==> src/rtl/stunir_exec_arbiter.sv <==
// stunir_exec_arbiter: round-robin arbiter sharing one start/done/result compute
// unit among NUM_REQ requesters. One transaction at a time; each result goes back
// with a one-cycle ack to the granted requester.
// Optional feature macro: STUNIR_ARB_WATCHDOG_EN (WAIT-state timeout with rsp_err).
module stunir_exec_arbiter #(
    parameter int unsigned NUM_REQ        = 4,
    parameter int unsigned DATA_W         = 32,
    parameter int unsigned TIMEOUT_CYCLES = 255
) (
    input  logic                       clk,
    input  logic                       rst_n,
    input  logic [NUM_REQ-1:0]         req_i,
    output logic [NUM_REQ-1:0]         ack_o,
    output logic [DATA_W-1:0]          rsp_data_o,
    output logic                       rsp_err_o,
    output logic [$clog2(NUM_REQ)-1:0] grant_id_o,
    output logic                       busy_o,
    output logic                       unit_start_o,
    input  logic                       unit_done_i,
    input  logic [DATA_W-1:0]          unit_result_i
);

    localparam int unsigned IDW = $clog2(NUM_REQ);

    typedef enum logic [1:0] {
        S_IDLE   = 2'd0,
        S_LAUNCH = 2'd1,
        S_WAIT   = 2'd2,
        S_RESP   = 2'd3
    } state_e;

    state_e             state_q, state_d;
    logic [IDW-1:0]     last_grant_q, last_grant_d;
    logic [IDW-1:0]     grant_id_q, grant_id_d;
    logic [NUM_REQ-1:0] ack_q, ack_d;
    logic [DATA_W-1:0]  rsp_data_q, rsp_data_d;
    logic               rsp_err_q, rsp_err_d;
    logic               busy_q, busy_d;
    logic               unit_start_q, unit_start_d;
    logic [IDW-1:0]     sel_idx;
    logic [IDW-1:0]     cand;
    logic               sel_vld;
    logic               tmo_hit;

`ifdef STUNIR_ARB_WATCHDOG_EN
    localparam int unsigned CNT_W = $clog2(TIMEOUT_CYCLES + 1) > 0 ? $clog2(TIMEOUT_CYCLES + 1) : 1;

    logic [CNT_W-1:0] cnt_q, cnt_d;

    // Watchdog counter register
    always_ff @(posedge clk or negedge rst_n) begin
        if (!rst_n) begin
            cnt_q <= '0;
        end else begin
            cnt_q <= cnt_d;
        end
    end

    // Limit reached while still waiting for the unit
    assign tmo_hit = (cnt_q == CNT_W'(TIMEOUT_CYCLES));
`else
    logic unused_tmo;

    assign unused_tmo = (TIMEOUT_CYCLES == 0);
    assign tmo_hit    = 1'b0;
`endif

    // Round-robin pick: first set request upward from last_grant+1, wrapping
    always_comb begin
        sel_idx = last_grant_q;
        sel_vld = 1'b0;
        cand    = '0;
        for (int unsigned i = 1; i <= NUM_REQ; i++) begin
            cand = IDW'((32'(last_grant_q) + i) % NUM_REQ);
            if (!sel_vld && req_i[cand]) begin
                sel_idx = cand;
                sel_vld = 1'b1;
            end
        end
    end

    // State register
    always_ff @(posedge clk or negedge rst_n) begin
        if (!rst_n) begin
            state_q <= S_IDLE;
        end else begin
            state_q <= state_d;
        end
    end

    // Next-state logic; stale unit_done is only looked at in WAIT
    always_comb begin
        state_d = state_q;
        case (state_q)
            S_IDLE:   if (sel_vld) state_d = S_LAUNCH;
            S_LAUNCH: state_d = S_WAIT;
            S_WAIT:   if (unit_done_i || tmo_hit) state_d = S_RESP;
            S_RESP:   state_d = S_IDLE;
            default:  state_d = S_IDLE;
        endcase
    end

    // Output/datapath next values, registered below so every port is a flop
    always_comb begin
        ack_d        = '0;
        unit_start_d = 1'b0;
        busy_d       = (state_d != S_IDLE);
        grant_id_d   = grant_id_q;
        rsp_data_d   = rsp_data_q;
        rsp_err_d    = rsp_err_q;
        last_grant_d = last_grant_q;
`ifdef STUNIR_ARB_WATCHDOG_EN
        cnt_d        = cnt_q;
`endif
        case (state_q)
            S_IDLE: begin
                if (sel_vld) begin
                    grant_id_d   = sel_idx;
                    unit_start_d = 1'b1;
                end
            end
            S_LAUNCH: begin
`ifdef STUNIR_ARB_WATCHDOG_EN
                cnt_d = '0;
`endif
            end
            S_WAIT: begin
                if (unit_done_i) begin
                    rsp_data_d = unit_result_i;
                    rsp_err_d  = 1'b0;
                    ack_d      = NUM_REQ'(1) << grant_id_q;
                end else if (tmo_hit) begin
                    rsp_data_d = '0;
                    rsp_err_d  = 1'b1;
                    ack_d      = NUM_REQ'(1) << grant_id_q;
                end else begin
`ifdef STUNIR_ARB_WATCHDOG_EN
                    cnt_d = cnt_q + CNT_W'(1);
`endif
                end
            end
            S_RESP: begin
                last_grant_d = grant_id_q;
            end
            default: ;
        endcase
    end

    // Output and bookkeeping registers
    always_ff @(posedge clk or negedge rst_n) begin
        if (!rst_n) begin
            ack_q        <= '0;
            unit_start_q <= 1'b0;
            busy_q       <= 1'b0;
            grant_id_q   <= '0;
            rsp_data_q   <= '0;
            rsp_err_q    <= 1'b0;
            last_grant_q <= IDW'(NUM_REQ - 1);
        end else begin
            ack_q        <= ack_d;
            unit_start_q <= unit_start_d;
            busy_q       <= busy_d;
            grant_id_q   <= grant_id_d;
            rsp_data_q   <= rsp_data_d;
            rsp_err_q    <= rsp_err_d;
            last_grant_q <= last_grant_d;
        end
    end

    assign ack_o        = ack_q;
    assign unit_start_o = unit_start_q;
    assign busy_o       = busy_q;
    assign grant_id_o   = grant_id_q;
    assign rsp_data_o   = rsp_data_q;
    assign rsp_err_o    = rsp_err_q;

endmodule
==> config.mk <==
export PLATFORM = sky130hd
export DESIGN_NAME = stunir_exec_arbiter
export DESIGN_NICKNAME = d
export VERILOG_FILES = /design/src/rtl/stunir_exec_arbiter.sv
export SDC_FILE = /design/constraint.sdc
export NUM_CORES = 1
export LEC_CHECK = 0
export CAP_MARGIN = 10
export CORE_MARGIN = 2
export CORE_UTILIZATION = 42
export CTS_CLUSTER_SIZE = 30
export DETAILED_ROUTE_END_ITERATION = 10
export PLACE_DENSITY = 0.92
export SYNTH_ARGS = -nofsm -noshare
export SYNTH_HDL_FRONTEND = slang
export SYNTH_SLANG_ARGS = --single-unit
==> constraint.sdc <==
create_clock -name clk -period 4.2 [get_ports clk]
set_clock_uncertainty 0.05 [all_clocks]
set_input_delay 0.63 -clock clk [delete_from_list [all_inputs] [get_ports clk]]
set_output_delay 0.63 -clock clk [all_outputs]
set_load 0.05 [all_outputs]
# Word-level counts from Yosys, hierarchy flattened
# Index checks and enable logic that the tools add are counted.
[op_classes] add_sub_neg=4 multipliers=0 div=0 magnitude_cmp=4 n_eq_ne=3 shift=1 muxes=23 bitwise_logic=0 n_reduce_logical=10
[op_table] op="$lt 2x3->1 const B" n=4
[op_table] op="$mux 2" n=6
[op_table] op="$mux 1" n=10
[op_table] op="$bmux 1 s2" n=4
[op_table] op="$mux 4" n=2
[op_table] op="$pmux 2 s4" n=1
[op_table] op="$add 2x1->2 const B" n=2
[op_table] op="$add 2x2->2 const B" n=2
[op_table] op="$eq 2x2->1 const B" n=2
[op_table] op="$reduce_and 2->1" n=2
[op_table] op="$shl 1x2->4 const A" n=1
[op_table] op="$logic_and 1x1->1" n=3
[op_table] op="$logic_not 1->1" n=3
[op_table] op="$eq 2x1->1 const B" n=1
[op_table] op="$logic_not 2->1" n=1
[op_table] op="$reduce_bool 2->1" n=1
[totals] ff_bits=44 latchBits=0 mem_bits_rw=0 rom_bits=0 inputBits=39 output_inout_bits=41 wordCells=52 n_memories=0

# Depth between registers and ports, before layout
# Gate-level depths: netlist (run 1).
[depth] ltp_word=16 depth_mapped=5 mapped_depth_nobuf=5

# Worst setup path before layout (run 1)
# Ideal clock, no wire load.
[synth_timing] path_type="register -> register" from="register state_q[0]" to="register rsp_data_q[10], in the netlist rsp_data_o[10]" setup_time_ns=0.125 arrival_ns=1.308 required_time_ns=4.025 path_slack_ns=2.717 stages_incl_launch_ff=6 path_buffers=1 synth_period_minus_slack_ns=1.483 path_cell_list="dfrtp_1 > inv_1 > ha_1 > nand2_2 > clkbuf_8 > mux2_2"
[synth_via] elab_chain_cells=2
[synth_lines] item="start, declared" line="32" rtl="state_e state_q, state_d;"
[synth_lines] item="start signal, assigned" line="87" rtl="state_q <= state_d;"
[synth_lines] item="$eq 2x2->1" line="115" rtl="case (state_q)"
[synth_lines] item="$reduce_and 2->1 (no source line)"
[synth_lines] item="end signal, assigned" line="164" rtl="rsp_data_q <= rsp_data_d;"
[synth_lines] item="end, declared" line="36" rtl="logic [DATA_W-1:0] rsp_data_q, rsp_data_d;"
# No other way between the ends.
# A chain may end at the register's enable or synchronous reset.

# Final worst setup path (run 1)
[layout_timing] from="register grant_id_q[0], in the netlist grant_id_o[0]" to="output port grant_id_o[0]"
[layout_lines] item="start, declared" line="34" rtl="logic [IDW-1:0] grant_id_q, grant_id_d;"
[layout_lines] item="start signal, assigned" line="163" rtl="grant_id_q <= grant_id_d;"
[layout_lines] item="end, declared" line="16" rtl="output logic [$clog2(NUM_REQ)-1:0] grant_id_o,"
# No word-level cell between the ends.

==> impl_metrics.json, run 1 <==
{
  "cts_sinks": 44,
  "ys_seq_area_share_pct": 62.6,
  "worstSetupPathType": "reg -> out",
  "ys_seq_elements": 44,
  "p_seq_share_pct": 30.8,
  "clkLatencyLatePin_ns": 0.28,
  "core_area_um2": 4030,
  "hold_viol": 0,
  "grt_pass1_vias": 1096,
  "syn-num-nets": 159,
  "worstPathArrival_ns": 1.58,
  "netlist_area_um2": 1760,
  "dr.pass1.iters": 4,
  "path_cells": "clkdlybuf4s50_1",
  "cts_resized": 0,
  "hp-class": "in -> async",
  "tritoncts": "done",
  "start_util_pct": 43.7,
  "cp-end-kind": "output port",
  "row_count": 23,
  "viasPerCell": 4.72,
  "setup_viol": 0,
  "ff2ff_path_depth": 4,
  "clk_path_buf_depth": 2,
  "rr_startpoint": "state_q[0]",
  "start_kind": "flip-flop",
  "die_h_um": 68.8,
  "tightest_slew_ns": 0.935,
  "drc": 0,
  "grt_usage_pct": 14.2,
  "drt_iter0_markers": 61,
  "max_stage_delay_ns": 0.84,
  "ys_warn_count": 0,
  "place.detailed.hpwl_um": 2460,
  "cp_num_buf_inv": 1,
  "swShare_pct": 45.9,
  "r2r_end": "rsp_data_o[17]",
  "path_clk_slew_ns": 0.08,
  "setup-tns-final_ns": 0,
  "internal-power_w": 0.00132,
  "p_sw_w": 0.00112,
  "ys_types": 26,
  "power_density_nw_per_um2": 918,
  "drive_gt1_share_pct": 24.7,
  "grt_max_degree": 45,
  "nets": 240,
  "leakagePower_nw": 1.12,
  "rsz0062_at_grt": "no",
  "postSynthAreaPerCell_um2": 15.2,
  "diodes": 0,
  "timing.max_cap.violations": 0,
  "vdd_drop_max_mv": 0.492,
  "vias": 1171,
  "grt_pass1_wl_um": 4840,
  "pwr-share-comb_pct": 58.3,
  "grt-ovfl-total": 0,
  "fin_crit_ns": 2.26,
  "r2r_setup_slack_ns": 2.34,
  "period_share_pct": 53.7,
  "wl_per_cell_um": 13.5,
  "hold_buffers": 0,
  "outcome": "finished clean",
  "num_io_pins": 80,
  "p_clk_share_pct": 10.9,
  "cts_inserted_buffers": 5,
  "crit_slowest_cell": "clkdlybuf4s50_1",
  "dieWidth_um": 68.8,
  "critPathTopFamily": "buffers and inverters",
  "fin_hold_ws_ns": 0.431,
  "htree_levels": 2,
  "n_fill_cell": 293,
  "die_area_um2": 4730,
  "finalMaxSlewViolations": 0,
  "layout_common_cells": "clkdlybuf4s50_1 (77), dfrtp_1 (42), mux2_2 (34)",
  "crit_required_ns": 3.52,
  "portBuffers": 78,
  "wl_um": 3340,
  "final_common_cell": "clkdlybuf4s50_1",
  "post_cts_buffers": 0,
  "antenna_found_initial": 0,
  "synthCells": 116,
  "critPathMaxFanout": 6,
  "drtAntennaViolNets": 0,
  "place_congestion": 0.723,
  "fmax_mhz": 443,
  "slew_headroom_pct": 37.6,
  "cts.root.buffer_cell": "clkbuf_8",
  "syn2layout_area_growth_pct": 50.4
}
-- through the flow --
step / power (W) / instance area, um^2 / std cells / setup WS, ns / utilization (%)
after floorplan: 0.00172 / 1760 / 116 / 2.72 / -
after global placement: 0.00216 / 2560 / 240 / 1.93 / 63.4
after detailed placement: 0.00219 / 2560 / 240 / 1.90 / 63.4
after CTS: 0.00246 / 2650 / 248 / 1.92 / 65.8
after global routing: 0.00256 / 2650 / 248 / 1.88 / 65.8
final: 0.00243 / 2650 / 248 / 1.94 / 65.8
-- logic make-up (layout without fill, tap and decap cells) --
| logic type | count (synthesis) | count (layout) | synth area share [%] |
|---|---|---|---|
| mux | 34 | 34 | 21.7 |
| compound gates | 8 | 8 | 3.62 |
| flops | 44 | 44 | 62.6 |
| buf+inv | 7 | 89 | 3.12 |
| fa+ha+maj | 4 | 4 | 2.84 |
| simple gates | 18 | 18 | 5.82 |
| other cells | 1 | 1 | 0.213 |
-- area by class of cell --
class | instances | area [um^2] | area share, %
Multi-Input combinational cell | 65 | 603 | 22.8
Timing Repair Buffer | 78 | 776 | 29.3
Clock inverter | 1 | 7.51 | 0.283
Sequential cell | 44 | 1100 | 41.6
Tap cell | 50 | 62.6 | 2.36
Clock buffer | 7 | 86.3 | 3.26
Inverter | 3 | 11.3 | 0.425
-- sequential cells by signal, indices dropped and copies added, names as in the netlist --
signal / flops
unit_start_o: 1
last_grant_q: 2
ack_o: 4
grant_id_o: 2
busy_o: 1
state_q: 2
rsp_data_o: 32
-- synthesized netlist by cell type --
cell	instances	area share (%)
a311oi_1	1	0.50
buf_4	1	0.43
and2b_2	3	1.5
nand2_1	1	0.21
nor4_1	1	0.36
o221a_2	1	0.64
buf_6	2	1.3
dfrtp_1	42	60
nand2_2	1	0.36
o21bai_1	1	0.43
conb_1	1	0.21
clkbuf_8	1	0.78
and2b_1	1	0.43
nor3_1	3	0.85
inv_1	3	0.64
nor2_1	5	1.1
o41a_1	1	0.64
ha_1	4	2.8
mux2_2	34	22
nand3_1	1	0.28
o22ai_1	1	0.36
dfstp_2	2	3.0
or2_1	1	0.36
o21ai_0	2	0.57
a41oi_1	1	0.50
nand3b_1	1	0.43
-- how the worst max path moves through the flow --
stage	start	to	cells past startpoint
floorplan	state_q[0]	rsp_data_o[10]	5
global placement	unit_done_i	rsp_data_o[17]	3
detailed placement	unit_done_i	rsp_data_o[17]	3
CTS	grant_id_o[0]	grant_id_o[0]	1
global route	grant_id_o[0]	grant_id_o[0]	1
finish	grant_id_o[0]	grant_id_o[0]	1
-- power by group through the flow --
stage | registers (W) | logic (W) | clock network (W)
finish | 0.000749 | 0.00142 | 0.000265
global route | 0.000773 | 0.00150 | 0.000291
CTS | 0.000751 | 0.00143 | 0.000275
detailed placement | 0.000757 | 0.00143 | 0
global placement | 0.000748 | 0.00141 | 0
floorplan | 0.00138 | 0.000340 | 0
-- layer usage --
layer  up-vias  GRT usage (%)  wire length, um
met5         -              0                0
met4         0           3.68               12
met3         2           4.87              315
met2        54           25.2             1570
met1       549           16.4             1440
li1        566              -                -
Note: power is estimated with default switching activity, not from simulation.
==> run 2: changes to the inputs <==
Settings changed: CORE_UTILIZATION 42 to 41, PLACE_DENSITY 0.92 to 0.9.
Clock period 4.2 ns to 2.2 ns, I/O delays scaled along.
==> impl_metrics.json, run 2 (same netlist as run 1, synthesis figures left out) <==
{
  "outcome": "finished clean",
  "fin_crit_ns": 1.98,
  "nets": 244,
  "wl_per_cell_um": 13.8,
  "internal-power_w": 0.00253,
  "start_kind": "flip-flop",
  "worstSetupPathType": "reg -> out",
  "power_density_nw_per_um2": 1740,
  "grt_pass1_wl_um": 6000,
  "grt_usage_pct": 15.8,
  "tritoncts": "done",
  "final_common_cell": "clkdlybuf4s50_1",
  "antenna_found_initial": 0,
  "timing.max_cap.violations": 0,
  "fin_ws_ns": 0.224,
  "worstPathArrival_ns": 1.60,
  "wl_um": 3470,
  "dieWidth_um": 69.6,
  "layout_common_cells": "clkdlybuf4s50_1 (77), dfrtp_1 (42), mux2_2 (34)",
  "grt_pass1_vias": 1266,
  "portBuffers": 78,
  "dp_worst_setup_slack_ns": 0.500,
  "p_sw_w": 0.00214,
  "htree_levels": 2,
  "critPathTopFamily": "buffers and inverters",
  "syn2layout_area_growth_pct": 52.1,
  "vdd_drop_max_mv": 0.938,
  "crit_slowest_cell": "clkdlybuf4s50_1",
  "post_cts_buffers": 0,
  "vias": 1202,
  "power_w": 0.00467,
  "dpl.cell_count": 243,
  "cts_resized": 0,
  "slew_headroom_pct": 65.1,
  "p_clk_share_pct": 10.7,
  "hold_viol": 0,
  "clk_path_buf_depth": 2,
  "die_h_um": 69.6,
  "crit_required_ns": 1.82,
  "clkLatencyLatePin_ns": 0.28,
  "stdcell_count": 252,
  "num_io_pins": 80,
  "p_seq_share_pct": 30.3,
  "rsz0062_at_grt": "no",
  "setup-tns-final_ns": 0,
  "cts_sinks": 44,
  "grt_max_degree": 26,
  "tightest_slew_ns": 0.522,
  "core_area_um2": 4060,
  "cp_num_buf_inv": 1,
  "critPathMaxFanout": 6,
  "grt-ovfl-total": 0,
  "drt_iter0_markers": 35,
  "place_congestion": 0.850,
  "hp-class": "reg -> reg",
  "path_cells": "clkdlybuf4s50_1",
  "row_count": 23,
  "viasPerCell": 4.77,
  "cts.root.buffer_cell": "clkbuf_8",
  "leakagePower_nw": 1.14,
  "diodes": 0,
  "r2r_setup_slack_ns": 0.60,
  "drc": 0,
  "place.detailed.hpwl_um": 2630,
  "swShare_pct": 45.8,
  "finalMaxSlewViolations": 0,
  "dr.pass1.iters": 4,
  "largest_reg_flops": 32,
  "path_clk_slew_ns": 0.07,
  "max_stage_delay_ns": 0.85,
  "pwr-share-comb_pct": 59.0,
  "cts_inserted_buffers": 5,
  "fmax_mhz": 506,
  "start_util_pct": 43.4,
  "fin_hold_ws_ns": 0.456,
  "hold_buffers": 1,
  "drtAntennaViolNets": 0,
  "period_share_pct": 89.8,
  "drive_gt1_share_pct": 25.2,
  "die_area_um2": 4840,
  "cp-end-kind": "output port",
  "setup_viol": 0
}
[run 2: final timing paths]
kind                           startpoint        endpoint  depth (start not counted)
max                         grant_id_o[0]   grant_id_o[0]                          1
min                        rsp_data_o[23]  rsp_data_o[23]                          1
max reg2reg                    state_q[0]  rsp_data_o[11]                          5
min reg2reg                rsp_data_o[23]  rsp_data_o[23]                          1
max in group asynchronous           rst_n  rsp_data_o[10]                          3
min in group asynchronous           rst_n        ack_o[2]                          2
[run 2: power groups by stage]
stage               Sequential [W]  Clock (W)  Combinational (W)
finish                     0.00141   0.000498            0.00275
global route               0.00148   0.000558            0.00289
CTS                        0.00142   0.000527            0.00278
detailed placement         0.00144          0            0.00277
global placement           0.00143          0            0.00273
floorplan                  0.00264          0           0.000649
[run 2: final cells by class]
cell class | instances | area, um^2
Inverter | 3 | 11.3
Tap cell | 50 | 62.6
Sequential cell | 44 | 1100
Clock buffer | 8 | 90.1
Timing Repair Buffer | 82 | 808
Multi-Input combinational cell | 65 | 603
Fill cell | 309 | 1380
[run 2: per-layer routing]
metal	GRT usage [%]	vias up	wire [um]	part of all wire [%]
met1	20.3	554	1470	42
li1	-	579	-	-
met4	4.58	0	44	1.3
met3	6.69	5	361	10
met2	24.5	64	1590	46
met5	0	-	0	0
[run 2: stage by stage]
step                area [um^2]  util [%]
floorplan                  1760         -
global placement           2580      63.6
detailed placement         2580      63.6
CTS                        2680      66.0
global route               2680      66.0
finish                     2680      66.0
